==> config.mk <==
export PLATFORM = sky130hd
export DESIGN_NAME = ir_pipe_buffer_flat
export DESIGN_NICKNAME = d
export VERILOG_FILES = /design/src/rtl/ir_pipe_buffer_if.sv /design/src/rtl/ir_pipe_buffer.sv /design/src/flat_wrapper.sv
export SDC_FILE = /design/constraint.sdc
export NUM_CORES = 1
export LEC_CHECK = 0
export CORE_MARGIN = 5
export CORE_UTILIZATION = 44
export CTS_BUF_LIST = sky130_fd_sc_hd__clkbuf_8
export DETAILED_ROUTE_END_ITERATION = 16
export MAX_ROUTING_LAYER = met4
export PLACE_DENSITY = 0.81
export SLEW_MARGIN = 20
export SYNTH_ARGS = -nofsm -noshare
export SYNTH_HDL_FRONTEND = slang
export SYNTH_SLANG_ARGS = --single-unit
==> constraint.sdc <==
create_clock -name clk -period 5.2 [get_ports clk]
set_input_delay 1.04 -clock clk [delete_from_list [all_inputs] [get_ports clk]]
set_output_delay 1.04 -clock clk [all_outputs]
set_load 0.05 [all_outputs]
==> src/rtl/ir_pipe_buffer_if.sv <==
// Fetch/pipe bundle for ir_pipe_buffer: fetch handshake, pipe controls and the
// execute/writeback instruction and PC outputs.
interface ir_pipe_buffer_if;
    logic        if_valid;
    logic [31:0] if_inst;
    logic [31:0] if_pc;
    logic        if_ready;
    logic        br_taken;
    logic        mem_stall;
    logic [31:0] IRbuffer1_out;
    logic [31:0] pc1_out;
    logic        valid1;
    logic [31:0] IRbuffer2_out;
    logic [31:0] pc2_out;
    logic        valid2;
    logic        flushing;

    modport master (
        output if_valid, if_inst, if_pc, br_taken, mem_stall,
        input  if_ready, IRbuffer1_out, pc1_out, valid1,
               IRbuffer2_out, pc2_out, valid2, flushing
    );

    modport slave (
        input  if_valid, if_inst, if_pc, br_taken, mem_stall,
        output if_ready, IRbuffer1_out, pc1_out, valid1,
               IRbuffer2_out, pc2_out, valid2, flushing
    );
endinterface

==> src/rtl/ir_pipe_buffer.sv <==
// Execute/writeback IR+PC pipe stage with stall freeze and post-branch flush FSM.
// Optional PIPE_PERF_CNT_EN adds saturating stall_cnt / flush_cnt outputs.
module ir_pipe_buffer #(
    parameter int unsigned FLUSH_CYCLES = 1,
    parameter logic [31:0] NOP_INST     = 32'h0000_0013
) (
    input  logic               clk,
    input  logic               rst,
    ir_pipe_buffer_if.slave    bus
`ifdef PIPE_PERF_CNT_EN
    ,
    output logic [31:0]        stall_cnt,
    output logic [31:0]        flush_cnt
`endif
);
    typedef enum logic [0:0] {RUN, FLUSH} state_t;

    state_t      state;
    logic [2:0]  fcnt;
    logic [31:0] ir1, pc1, ir2, pc2;
    logic        v1, v2;
    logic        adv;
    logic        redirect;

    assign adv      = !bus.mem_stall;
    // A branch is only honoured from a real instruction while the pipe moves.
    assign redirect = adv && (state == RUN) && bus.br_taken && v1;

    assign bus.if_ready      = adv;
    assign bus.IRbuffer1_out = ir1;
    assign bus.pc1_out       = pc1;
    assign bus.valid1        = v1;
    assign bus.IRbuffer2_out = ir2;
    assign bus.pc2_out       = pc2;
    assign bus.valid2        = v2;
    assign bus.flushing      = (state == FLUSH);

    always_ff @(posedge clk or posedge rst) begin
        if (rst) begin
            state <= RUN;
            fcnt  <= '0;
            ir1   <= NOP_INST;
            pc1   <= '0;
            v1    <= 1'b0;
            ir2   <= NOP_INST;
            pc2   <= '0;
            v2    <= 1'b0;
        end else if (adv) begin
            ir2 <= ir1;
            pc2 <= pc1;
            v2  <= v1;
            case (state)
                RUN: begin
                    if (redirect) begin
                        ir1 <= NOP_INST;
                        pc1 <= '0;
                        v1  <= 1'b0;
                        if (FLUSH_CYCLES != 0) begin
                            state <= FLUSH;
                            fcnt  <= 3'(FLUSH_CYCLES);
                        end
                    end else if (bus.if_valid) begin
                        ir1 <= bus.if_inst;
                        pc1 <= bus.if_pc;
                        v1  <= 1'b1;
                    end else begin
                        ir1 <= NOP_INST;
                        pc1 <= '0;
                        v1  <= 1'b0;
                    end
                end
                FLUSH: begin
                    ir1  <= NOP_INST;
                    pc1  <= '0;
                    v1   <= 1'b0;
                    fcnt <= fcnt - 3'd1;
                    if (fcnt == 3'd1)
                        state <= RUN;
                end
                default: state <= RUN;
            endcase
        end
    end

`ifdef PIPE_PERF_CNT_EN
    always_ff @(posedge clk or posedge rst) begin
        if (rst) begin
            stall_cnt <= '0;
            flush_cnt <= '0;
        end else begin
            if (bus.mem_stall && stall_cnt != '1)
                stall_cnt <= stall_cnt + 32'd1;
            if (redirect && flush_cnt != '1)
                flush_cnt <= flush_cnt + 32'd1;
        end
    end
`endif
endmodule

==> src/flat_wrapper.sv <==
// flat-port wrapper written by rule: the top's interface ports become plain ports
module ir_pipe_buffer_flat 
#(
    parameter int unsigned FLUSH_CYCLES = 1,
    parameter logic [31:0] NOP_INST     = 32'h0000_0013
)
  (clk, rst, bus_if_valid, bus_if_inst, bus_if_pc, bus_br_taken, bus_mem_stall, bus_if_ready, bus_IRbuffer1_out, bus_pc1_out, bus_valid1, bus_IRbuffer2_out, bus_pc2_out, bus_valid2, bus_flushing);
  ir_pipe_buffer_if bus_i ();
  input  logic clk;
  input  logic rst;
  input wire logic [$bits(bus_i.if_valid)-1:0] bus_if_valid;
  input wire logic [$bits(bus_i.if_inst)-1:0] bus_if_inst;
  input wire logic [$bits(bus_i.if_pc)-1:0] bus_if_pc;
  input wire logic [$bits(bus_i.br_taken)-1:0] bus_br_taken;
  input wire logic [$bits(bus_i.mem_stall)-1:0] bus_mem_stall;
  output wire logic [$bits(bus_i.if_ready)-1:0] bus_if_ready;
  output wire logic [$bits(bus_i.IRbuffer1_out)-1:0] bus_IRbuffer1_out;
  output wire logic [$bits(bus_i.pc1_out)-1:0] bus_pc1_out;
  output wire logic [$bits(bus_i.valid1)-1:0] bus_valid1;
  output wire logic [$bits(bus_i.IRbuffer2_out)-1:0] bus_IRbuffer2_out;
  output wire logic [$bits(bus_i.pc2_out)-1:0] bus_pc2_out;
  output wire logic [$bits(bus_i.valid2)-1:0] bus_valid2;
  output wire logic [$bits(bus_i.flushing)-1:0] bus_flushing;
  assign bus_i.if_valid = bus_if_valid;
  assign bus_i.if_inst = bus_if_inst;
  assign bus_i.if_pc = bus_if_pc;
  assign bus_i.br_taken = bus_br_taken;
  assign bus_i.mem_stall = bus_mem_stall;
  assign bus_if_ready = bus_i.if_ready;
  assign bus_IRbuffer1_out = bus_i.IRbuffer1_out;
  assign bus_pc1_out = bus_i.pc1_out;
  assign bus_valid1 = bus_i.valid1;
  assign bus_IRbuffer2_out = bus_i.IRbuffer2_out;
  assign bus_pc2_out = bus_i.pc2_out;
  assign bus_valid2 = bus_i.valid2;
  assign bus_flushing = bus_i.flushing;
  ir_pipe_buffer #(.FLUSH_CYCLES(FLUSH_CYCLES), .NOP_INST(NOP_INST)) u_core (.clk(clk), .rst(rst), .bus(bus_i));
endmodule
==> impl_metrics.tcl, run 1 <==
set metrics [dict create \
    status "finished, final reports clean" \
    cp-start-kind "input port" \
    cts_buffers 17 \
    crit_path_end_kind "output port" \
    highest_layer "met4" \
    total_power_mw 3.60 \
    syn-cell-area_um2 4960 \
    arrival_ps 2410 \
    cp_cell_sequence "buf_4, inv_2, clkdlybuf4s50_1" \
    wl_met2_um 5990 \
    initial_core_util_pct 45.4 \
    path_buf_inv 3 \
    synth.avg_cell_area_um2 15.6 \
    cts_tree "built" \
    critPathSlowestCell "clkdlybuf4s50_1" \
    synth-seq-area-share_pct 67.7 \
    max-slew-margin-rel_pct 42.4 \
    hp-start "u_core.bus.IRbuffer2_out[0]$_DFFE_PP1N_" \
    grtUsageTotal_pct 19.7 \
    cap_violations 0 \
    routedWlPerCell_um 18.4 \
    holdPathStages 2 \
    cp_max_fo 65 \
    syn_to_final_growth_pct 50.0 \
    ys.flop_type "dfrtp_1" \
    setup_viol 0 \
    cts.sinks 134 \
    critPathKind "input port to output port" \
    synth_compound_area_share_pct 12.5 \
    cts_root_buf "clkbuf_8" \
    cts.repair.resized 0 \
    synthXorXnorAreaFrac_pct 0 \
    synth.largest_area_cell "dfrtp_1" \
    reg2regPathDepth 3 \
    cts_max_level 4 \
    regToRegSetupSlack_ps 3540 \
    synth_top_family_by_area "multiplexers" \
    r2r_end "u_core.bus.pc1_out[1]$_DFFE_PP0N_" \
    min_period_ps 3450 \
    drtIter0Drc 161 \
    clkTransAtPathRegs_ps 80 \
    reg2reg_from "u_core.bus.flushing$_DFFE_PP0N_" \
    wl_um 12300 \
    grt_pass1_vias 3774 \
    netlist_instances 317 \
    rows 38 \
    viasPerCell 5.13 \
    core-area_um2 10900 \
    slew_violations 0 \
    dpl.hpwl_um 8510 \
    gp_congestion 0.777 \
    synth_edf_count 0 \
    min_path_type "flip-flop to flip-flop" \
    grt_pass1_wl_um 19900 \
    post_cts_buffers 0 \
    postRouteAntennaNets 0 \
    yosys.area_share.simple_pct 1.44 \
    die_x_um 116 \
    required_ps 4160 \
    yosys-mux-area-fraction_pct 14.1 \
    antenna_found_initial 0 \
    overflow 0 \
    ys_warn_count 0 \
    hold_viol_final 0 \
    grt_max_degree 77 \
    rsz0062_at_grt "false" \
    clock_path_buffers 2 \
    post-route-period-util_pct 66.3 \
    ir_worst_vdd_v 0.000237 \
    die_h_um 116 \
    io_pins 201 \
    powerDensity_nw_per_um2 484 \
    synthDistinctLibCells 24 \
    synthAdderAreaFrac_pct 0.504 \
    wl_met3_um 1030 \
    antenna_cells 0 \
    holdBufCountCts 0 \
    vias 3433 \
    skew_ps 11.2 \
    final.setup.tns_ps 0 \
    tightest_slew_ps 865 \
    hold-path-endpoint "u_core.bus.IRbuffer2_out[0]$_DFFE_PP1N_" \
    fmax_mhz 290 \
    critPathTopFamily "buffers and inverters" \
    yosysTopAreaCellShare_pct 64.6 \
    clk_latency_ps 420 \
    dieArea_um2 13500 \
    synthArstFlopShare_pct 100 \
    io_buffers 200 \
    post-route-drc-count 0 \
    finalNetCount 587 \
    utilization_pct 68.1 \
    synth_nets 388 \
    dr.pass1.iters 4 \
    ys_ff_latch 134 \
    critPathMaxStageDelay_ps 730 \
    leakage_nw 3.45 \
    met1Wirelength_um 5150 \
    drive_gt1_share_pct 8.70 \
    synthTopCellsByArea "dfrtp_1, mux2_1, a22o_1" \
]
## registers in the layout, summed over array words and instances (netlist names)
name and cells:
u_core.bus.IRbuffer1_out 32, u_core.bus.IRbuffer2_out 32, u_core.bus.flushing 1, u_core.bus.pc1_out 32, u_core.bus.pc2_out 32, u_core.bus.valid1 1
u_core.bus.valid2 1, u_core.fcnt 3
## through the flow
step	std cells	area (µm²)	worst slack (ps)	hold slack, ps
2_1_floorplan	317	4960	587	468
3_3_place_gp	637	7000	1760	460
3_5_place_dp	637	7010	1750	467
4_1_cts	669	7440	1720	479
5_1_grt	669	7440	1650	514
6_report	669	7440	1750	476
## layout make-up
type                       instances  area, µm²
tap                              140        175
fill                             829       3490
sequential                       134       3360
multi-input combinational        153       1420
timing repair buffer             203       2020
clock buffer                      17        234
clock inverter                    15        203
inverter                           7       28.8
## layout by cell type, fill, tap and decap left out
cell type,count
dfrtp_1,128
and3_4,1
nand3b_1,1
o21ai_1,6
clkinvlp_4,2
a2bb2oi_1,3
o31ai_1,1
dfstp_2,6
inv_4,1
ha_1,2
a21oi_1,1
nor2_1,1
clkdlybuf4s50_1,199
a31o_1,1
nor2_2,1
clkinv_2,3
bufinv_16,4
clkinv_4,3
clkbuf_8,17
buf_4,4
a21boi_1,1
inv_1,5
inv_2,1
a22o_1,61
nand2_1,7
nand3_1,3
inv_6,3
mux2_1,62
nand2b_1,1
## worst max-delay path by stage
stage	start	endpoint	cells past startpoint
after floorplan	rst	u_core.bus.IRbuffer1_out[10]$_DFFE_PP0N_	1
after global placement	bus_mem_stall	bus_if_ready	3
after detailed placement	bus_mem_stall	bus_if_ready	3
after CTS	bus_mem_stall	bus_if_ready	3
after global routing	bus_mem_stall	bus_if_ready	3
final	bus_mem_stall	bus_if_ready	3
## synth_stat cells (all sizes together) (2+ instances only)
master	number
inv	7
a22o	61
o21ai	6
nand2	7
nand3	3
buf	18
mux2	62
clkbuf	5
ha	2
a2bb2oi	3
dfrtp	128
dfstp	6
nor2	2
## power breakdown
| group | switching, mW | internal, mW |
|---|---|---|
| sequential | 0.133 | 1.23 |
| clock | 0.412 | 0.527 |
| combinational | 0.844 | 0.459 |
| total | 1.39 | 2.22 |
## per-layer routing
metal	GRT usage (%)	up-vias
met5	-	-
met4	5.49	0
met3	6.48	16
met2	30.8	140
met1	24.9	1716
li1	-	1561
## logic make-up (layout without fill, tap and decap cells)
family / after synthesis / in the layout
AO/OA/AOI/OAI: 74 / 74
adder cells (fa/ha/maj): 2 / 2
buffers and inverters: 30 / 242
flip-flops: 134 / 134
multiplexers: 62 / 62
AND/OR/NAND/NOR: 15 / 15
## worst reg2reg max path: stages (launching register included)
cell     delay [ps]
dfrtp_1         460
nor2_2          160
and3_4          660
a22o_1          310
Note: power is estimated with default switching activity, not from simulation.
==> inputs of run 2 (changes only) <==
--- a/config.mk
+++ b/config.mk
@@ -6,11 +6,11 @@
 export NUM_CORES = 1
 export LEC_CHECK = 0
 export CORE_MARGIN = 5
-export CORE_UTILIZATION = 44
+export CORE_UTILIZATION = 40
 export CTS_BUF_LIST = sky130_fd_sc_hd__clkbuf_8
 export DETAILED_ROUTE_END_ITERATION = 16
 export MAX_ROUTING_LAYER = met4
-export PLACE_DENSITY = 0.81
+export PLACE_DENSITY = 0.78
 export SLEW_MARGIN = 20
 export SYNTH_ARGS = -nofsm -noshare
 export SYNTH_HDL_FRONTEND = slang
==> constraint.sdc (replaced) <==
create_clock -name clk -period 2.8 [get_ports clk]
set_input_delay 0.56 -clock clk [delete_from_list [all_inputs] [get_ports clk]]
set_output_delay 0.56 -clock clk [all_outputs]
set_load 0.05 [all_outputs]
==> impl_metrics.tcl, run 2 (synthesis results as in run 1) <==
set metrics [dict create \
    die_x_um 121 \
    io_buffers 200 \
    min_path_type "flip-flop to flip-flop" \
    cts_max_level 4 \
    reg2regPathDepth 4 \
    post-route-period-util_pct 83.2 \
    fmax_mhz 429 \
    powerDensity_nw_per_um2 887 \
    power_frac_comb_pct 36.8 \
    cap_violations 0 \
    holdPathStages 2 \
    dr.pass1.iters 4 \
    dpl.hpwl_um 8750 \
    final_common_cell "clkdlybuf4s50_1" \
    clkTransAtPathRegs_ps 70 \
    viasPerCell 4.95 \
    ir_worst_vdd_v 0.000395 \
    drive_gt1_share_pct 8.29 \
    drtIter0Drc 227 \
    critPathMaxStageDelay_ps 800 \
    cts.sinks 134 \
    hp-start "u_core.bus.IRbuffer2_out[1]$_DFFE_PP1N_" \
    total_power_mw 6.66 \
    fin_area_um2 7520 \
    setup_ws_ps 472 \
    io_pins 201 \
    share_seq_of_total_power_pct 37.7 \
    required_ps 2240 \
    post_cts_buffers 0 \
    post-place-ws_ps 693 \
    antenna_found_initial 0 \
    die_h_um 121 \
    critPathKind "flip-flop to output port" \
    grt_pass1_wl_um 19600 \
    antenna_cells 0 \
    regToRegSetupSlack_ps 1410 \
    clk_latency_ps 420 \
    vias 3461 \
    hold_viol_final 0 \
    min_period_ps 2330 \
    grtUsageTotal_pct 17.6 \
    tightest_slew_ps 857 \
    gp_congestion 0.767 \
    place_area_um2 7090 \
    p_int_mw 4.15 \
    postRouteAntennaNets 0 \
    cts_tree "built" \
    syn_to_final_growth_pct 51.5 \
    holdBufCountCts 0 \
    swShare_pct 37.7 \
    hold-path-endpoint "u_core.bus.IRbuffer2_out[1]$_DFFE_PP1N_" \
    leakage_nw 3.48 \
    rows 40 \
    fill_cells 966 \
    status "finished, final reports clean" \
    path_buf_inv 1 \
    clock_path_buffers 2 \
    utilization_pct 62.3 \
    dieArea_um2 14700 \
    critPathSlowestCell "clkdlybuf4s50_1" \
    cts.repair.resized 0 \
    setup_viol 0 \
    r2r_end "u_core.bus.IRbuffer1_out[3]$_DFFE_PP0N_" \
    overflow 0 \
    crit_path_end_kind "output port" \
    cp_cell_sequence "clkdlybuf4s50_1" \
    arrival_ps 1770 \
    slew_violations 0 \
    grt_pass1_vias 3731 \
    cp.depth 1 \
    p_sw_mw 2.51 \
    final_cell_mix "clkdlybuf4s50_1, dfrtp_1, mux2_1, a22o_1, clkbuf_8" \
    core-area_um2 12100 \
    cts_buffers 17 \
    cp_max_fo 2 \
    initial_core_util_pct 41.1 \
    grt_max_degree 79 \
    post-route-drc-count 0 \
    rsz0062_at_grt "false" \
    cp-start-kind "flip-flop" \
    skew_ps 7.03 \
    reg2reg_from "u_core.bus.flushing$_DFFE_PP0N_" \
    final.setup.tns_ps 0 \
    finalNetCount 589 \
    cts_root_buf "clkbuf_8" \
    routedWlPerCell_um 17.8 \
    clkPwrFrac_pct 25.5 \
    wl_um 12400 \
    max-slew-margin-rel_pct 42.9 \
    critPathTopFamily "buffers and inverters" \
]
==> run 2: cell count changes in the layout (fill, tap and decap cells not counted) <==
cell / before / now
clkinv_2: 3 / 4
clkinvlp_4: 2 / 1
and3_4: 1 / 0
buf_12: 0 / 3
clkbuf_8: 17 / 19
inv_4: 1 / 0
inv_1: 5 / 9
inv_6: 3 / 0
and3_2: 0 / 1
buf_4: 4 / 3
clkinv_4: 3 / 1
==> run 2: power groups by stage <==
stage / combinational [mW] / clock, mW / sequential (mW)
floorplan: 0.454 / 0 / 3.65
global placement: 2.44 / 0 / 2.52
detailed placement: 2.47 / 0 / 2.55
CTS: 2.48 / 1.75 / 2.52
global route: 2.56 / 1.84 / 2.56
finish: 2.45 / 1.70 / 2.51
==> run 2: final cells by class <==
class                   instances  area, µm²  share of cell area, %
inverters                       7       30.0                  0.400
clock buffers                  19        262                   3.48
clock inverters                13        164                   2.18
repair buffers                205       2070                   27.6
well taps                     168        210                   2.80
multi-input cells             153       1420                   18.8
flip-flops and latches        134       3360                   44.7
==> run 2: metrics by stage <==
stage | cells | hold WS (ps)
after floorplan | 317 | 468
after global placement | 667 | 461
after detailed placement | 667 | 469
after CTS | 699 | 480
after global routing | 699 | 504
final | 699 | 476
==> run 2: worst max-delay path by stage <==
stage / from / to / slack (ps)
after floorplan: rst / u_core.bus.IRbuffer1_out[10]$_DFFE_PP0N_ / 580
after global placement: bus_mem_stall / bus_if_ready / 690
after detailed placement: bus_mem_stall / bus_if_ready / 690
after CTS: u_core.bus.flushing$_DFFE_PP0N_ / bus_flushing / 410
after global routing: u_core.bus.flushing$_DFFE_PP0N_ / bus_flushing / 360
final: u_core.bus.IRbuffer1_out[0]$_DFFE_PP1N_ / bus_IRbuffer1_out[0] / 470
==> run 2: metal layers <==
layer | global-route usage [%] | wire (µm) | vias to the layer above
li1 | - | - | 1561
met1 | 21.8 | 5450 | 1734
met2 | 27.3 | 5890 | 150
met3 | 5.22 | 860 | 16
met4 | 7.00 | 213 | 0
met5 | - | 0 | -
